$ cat src/rtl/pp_matrix_loader.sv
// Serial loader for the triangular partial-product matrix of an N x N multiplier.
// Beats shift one bit into each column; FRAME mode captures every N beats, STREAM exposes live bits.
module pp_matrix_loader #(
   parameter int N = 25
) (
   input  logic               clk,
   input  logic               rst,
   input  logic               mode,
   input  logic               in_valid,
   output logic               in_ready,
   input  logic [2*N-2:0]     in_bits,
   output logic               out_valid,
   input  logic               out_ready,
   output logic [N*N-1:0]     out_mat
);

   localparam int C     = 2*N-1;
   localparam int TOT   = N*N;
   localparam int CNT_W = (N > 1) ? $clog2(N) : 1;
   localparam logic [CNT_W-1:0] CNT_LAST = CNT_W'(N-1);

   function automatic int col_h(input int c);
      return (c + 1 < 2*N-1-c) ? c + 1 : 2*N-1-c;
   endfunction

   function automatic int col_off(input int c);
      if (c < N) return c*(c+1)/2;
      return N*N - (2*N-1-c)*(2*N-c)/2;
   endfunction

   logic [TOT-1:0]   sr_q;
   wire  [TOT-1:0]   sr_d;
   logic [TOT-1:0]   hold_q, hold_d;
   logic [CNT_W-1:0] cnt_q, cnt_d;
   logic             vld_q, vld_d;
   logic             filled_q, filled_d;
   logic             mode_q;
   logic             acc, chg, last, wrap;

   assign last     = (cnt_q == CNT_LAST);
   assign chg      = (mode != mode_q);
   assign in_ready = ~rst & (mode_q | ~last | ~vld_q | out_ready);
   assign acc      = in_valid & in_ready;
   // A beat landing in the mode-change cycle is shifted in but never completes a frame.
   assign wrap     = acc & last & ~chg;

   for (genvar c = 0; c < C; c++) begin : g_col
      localparam int H = col_h(c);
      localparam int O = col_off(c);
      if (H == 1) begin : g_one
         assign sr_d[O] = acc ? in_bits[c] : sr_q[O];
      end else begin : g_sh
         assign sr_d[O +: H] = acc ? {sr_q[O +: H-1], in_bits[c]} : sr_q[O +: H];
      end
   end

   always_comb begin
      cnt_d    = cnt_q;
      vld_d    = vld_q;
      filled_d = filled_q;
      hold_d   = hold_q;
      if (chg) begin
         cnt_d    = '0;
         vld_d    = 1'b0;
         filled_d = 1'b0;
      end else begin
         if (acc) cnt_d = last ? '0 : cnt_q + 1'b1;
         if (mode_q) begin
            if (wrap) filled_d = 1'b1;
         end else if (wrap) begin
            hold_d = sr_d;
            vld_d  = 1'b1;
         end else if (vld_q & out_ready) begin
            vld_d = 1'b0;
         end
      end
   end

   always_ff @(posedge clk or posedge rst) begin
      if (rst) begin
         sr_q     <= '0;
         hold_q   <= '0;
         cnt_q    <= '0;
         vld_q    <= 1'b0;
         filled_q <= 1'b0;
         mode_q   <= 1'b0;
      end else begin
         sr_q     <= sr_d;
         hold_q   <= hold_d;
         cnt_q    <= cnt_d;
         vld_q    <= vld_d;
         filled_q <= filled_d;
         mode_q   <= mode;
      end
   end

   assign out_valid = mode_q ? filled_q : vld_q;
   assign out_mat   = mode_q ? sr_q : hold_q;

endmodule

$ cat config.mk
export PLATFORM = sky130hd
export DESIGN_NAME = pp_matrix_loader
export DESIGN_NICKNAME = d
export VERILOG_FILES = /design/src/rtl/pp_matrix_loader.sv
export SDC_FILE = /design/constraint.sdc
export NUM_CORES = 2
export LEC_CHECK = 0
export CORE_UTILIZATION = 38
export DETAILED_ROUTE_END_ITERATION = 8
export PLACE_DENSITY = 0.59
export SLEW_MARGIN = 30
export SYNTH_ARGS = -nofsm -noshare
export SYNTH_HDL_FRONTEND = slang
export SYNTH_SLANG_ARGS = --single-unit
$ cat constraint.sdc
create_clock -name clk -period 59 [get_ports clk]
set_input_delay 8.85 -clock clk [delete_from_list [all_inputs] [get_ports clk]]
set_output_delay 8.85 -clock clk [all_outputs]
set_load 0.01 [all_outputs]
==> flow_metrics.tcl <==
set metrics [dict create \
    cp_data_arrival_time_ns 10.37 \
    ys_seq_elements 1258 \
    cp-end-kind "output port" \
    max-slew-margin-rel_pct 31.4 \
    critPathLaunchType "input pin" \
    final_max_slew_viol_count 0 \
    powerDensity_nw_per_um2 39.0 \
    tns_ns 0 \
    track_usage_pct 17.3 \
    critPathKind "in -> out" \
    hold_violations 0 \
    crit_fanout 4 \
    cts_resized 0 \
    insertion_delay_ns 0.76 \
    diodes 0 \
    syn-mean-instance-area_um2 16.0 \
    placed_area_um2 62600 \
    routed_via_density 4.96 \
    cp_data_required_time_ns 50.15 \
    drtIter0Drc 1181 \
    use_met1_pct 22.4 \
    r2r_setup_slack_ns 53.42 \
    period_needed_ns 19.22 \
    fp.dieW_um 379 \
    h-tree-depth 4 \
    p_leak_nw 31.5 \
    finalCritPeriodShare_pct 32.6 \
    cap_viol_max_count 0 \
    cts_buffers 144 \
    antenna_found_initial 2 \
    die-area_um2 144000 \
    core_um2 141000 \
    grt_max_degree 180 \
    yosys.area.top_type_share_pct 58.2 \
    syn_area_um2 54100 \
    num_vias 30000 \
    cts_hold_buf 0 \
    cts-root-buf "clkbuf_16" \
    num_rows 138 \
    dr.pass1.iters 4 \
    yosysWarnings 0 \
    cp_slowest_stage_delay_ns 0.48 \
    grt_pass1_vias 31300 \
    numPortBuffers 680 \
    crit_slowest_cell "clkdlybuf4s50_1" \
    routabilityCongestion 0.726 \
    fmax_mhz 52.0 \
    final_area_um2 67600 \
    finClkSkew_ns 0.0273 \
    hp-start "hold_q[156]$_DFFE_PP0P_" \
    ios 681 \
    synth.net_count 3447 \
    synthTopCellsByArea "dfrtp_1 58%, mux2_2 34%, mux2_1 4.4%" \
    grt_busiest_layer "met2" \
    drive_gt1_share_pct 46.5 \
    yosysUniqueCellTypes 33 \
    worstPathCellList "clkdlybuf4s50_1, or3b_4, nor2_1, nor2_1, clkdlybuf4s50_1" \
    utilization_pct 47.8 \
    overflow 0 \
    irDropWorstVdd_uv 22.9 \
    layout_common_cells "1638 x mux2_2, 1257 x dfrtp_1, 680 x clkdlybuf4s50_1" \
    n_fill_cell 12400 \
    area_growth_pct 24.9 \
    clockBufferDepth 3 \
    ys_seq_area_share_pct 58.2 \
    drc 0 \
    startpoint "out_ready" \
    clock_sinks 1258 \
    use_met2_pct 26.8 \
    yosysTopAreaCell "dfrtp_1" \
    worst_pin_slew_ns 1.03 \
    finalNetCount 4106 \
    totalWireLength_mm 125 \
    rr_startpoint "mode_q$_DFF_PP0_" \
    start_util_pct 38.2 \
    cts_setup_buffers 0 \
    dpl.hpwl_mm 79.1 \
    grtUsageMet3_pct 6.07 \
    die_y_um 379 \
    cts_tree "done" \
    post_drt_wl_per_cell_um 20.7 \
    setup_violations 0 \
    grt_pass1_wl_mm 194 \
    rsz0062_at_grt "false" \
    drtAntennaViolNets 0 \
    final_common_cell "mux2_2" \
    outcome "finished clean" \
    synth_cells 3389 \
    cts.reportedPaths.clkPinSlew_ns 0.06 \
    hold_path.class "reg -> reg" \
]
-- final timing paths --
path                            depth (start not counted)                       to
min in group asynchronous                               2  hold_q[559]$_DFFE_PP0P_
worst min-delay path                                    1  hold_q[156]$_DFFE_PP0P_
worst min register to register                          1  hold_q[156]$_DFFE_PP0P_
worst max register to register                         10   hold_q[29]$_DFFE_PP0P_
worst max-delay path                                    5                 in_ready
max in group asynchronous                               7   hold_q[25]$_DFFE_PP0P_
-- area by class of cell --
class	instances	area, um2	share of cell area [%]
Clock inverter	40	484	0.717
Tap cell	1890	2360	3.50
Timing Repair Buffer	723	7340	10.9
Sequential cell	1258	31500	46.6
Multi-Input combinational cell	1913	21500	31.8
Clock buffer	216	4330	6.41
Inverter	8	37.5	0.0556
-- per-stage QoR --
step | hold WS, ns | std cells | setup WS, ns | power (W)
after global routing | 0.493 | 6048 | 39.68 | 0.00277
after global placement | 0.463 | 5787 | 39.76 | 0.00175
after CTS | 0.484 | 6044 | 39.78 | 0.00267
final | 0.478 | 6048 | 39.78 | 0.00263
after detailed placement | 0.471 | 5788 | 39.77 | 0.00175
after floorplan | 0.454 | 3389 | 14.70 | 0.00145
-- sequential cells by signal (all words and copies together) (netlist names) --
signal / count
hold_q: 625
cnt_q: 5
sr_q: 625
vld_q: 1
mode_q: 1
filled_q: 1
-- kinds of logic after synthesis --
| kind of cell | Yosys count | synth area share [%] |
|---|---|---|
| AND/OR/NAND/NOR | 19 | 0.241 |
| multiplexers | 1875 | 39.2 |
| adder cells (fa/ha/maj) | 4 | 0.0925 |
| flip-flops | 1258 | 58.2 |
| buffers and inverters | 218 | 2.03 |
| AO/OA/AOI/OAI | 15 | 0.208 |
-- report_power, final --
group | internal (W) | switching, W | total (W)
clock network | 0.000539 | 0.000359 | 0.000898
logic | 0.000342 | 0.000219 | 0.000561
registers | 0.00102 | 0.000151 | 0.00117
-- cell usage after synthesis --
cell type  instances
a21oi_1            1
a22o_1             1
a311oi_1           2
a41oi_1            2
buf_1              2
buf_2            107
buf_4             29
buf_6              5
clkbuf_1          67
dfrtp_1         1258
ha_1               4
inv_1              8
mux2_1           211
mux2_2          1638
mux2_4            26
nand2_1            3
nand2b_1           2
nand3_1            2
nand4_1            1
nand4b_1           2
nor2_1             2
nor2b_1            1
nor3b_1            1
nor4_1             1
nor4_4             1
o2111ai_1          1
o21a_1             1
o21ai_0            3
o22a_1             1
o31ai_1            2
o32ai_1            1
or3_1              2
or3b_4             1
-- layer usage --
layer / wire (um) / up-vias
met1: 53900 / 15600
met5: 34 / -
li1: - / 13600
met4: 3390 / 4
met3: 9000 / 191
met2: 59000 / 553
-- worst max-delay path: cells and delay by family --
| kind | cells | cell delay (ns) |
|---|---|---|
| buf+inv | 2 | 0.93 |
| simple gates | 3 | 0.59 |
Note: power is estimated with default switching activity, not from simulation.
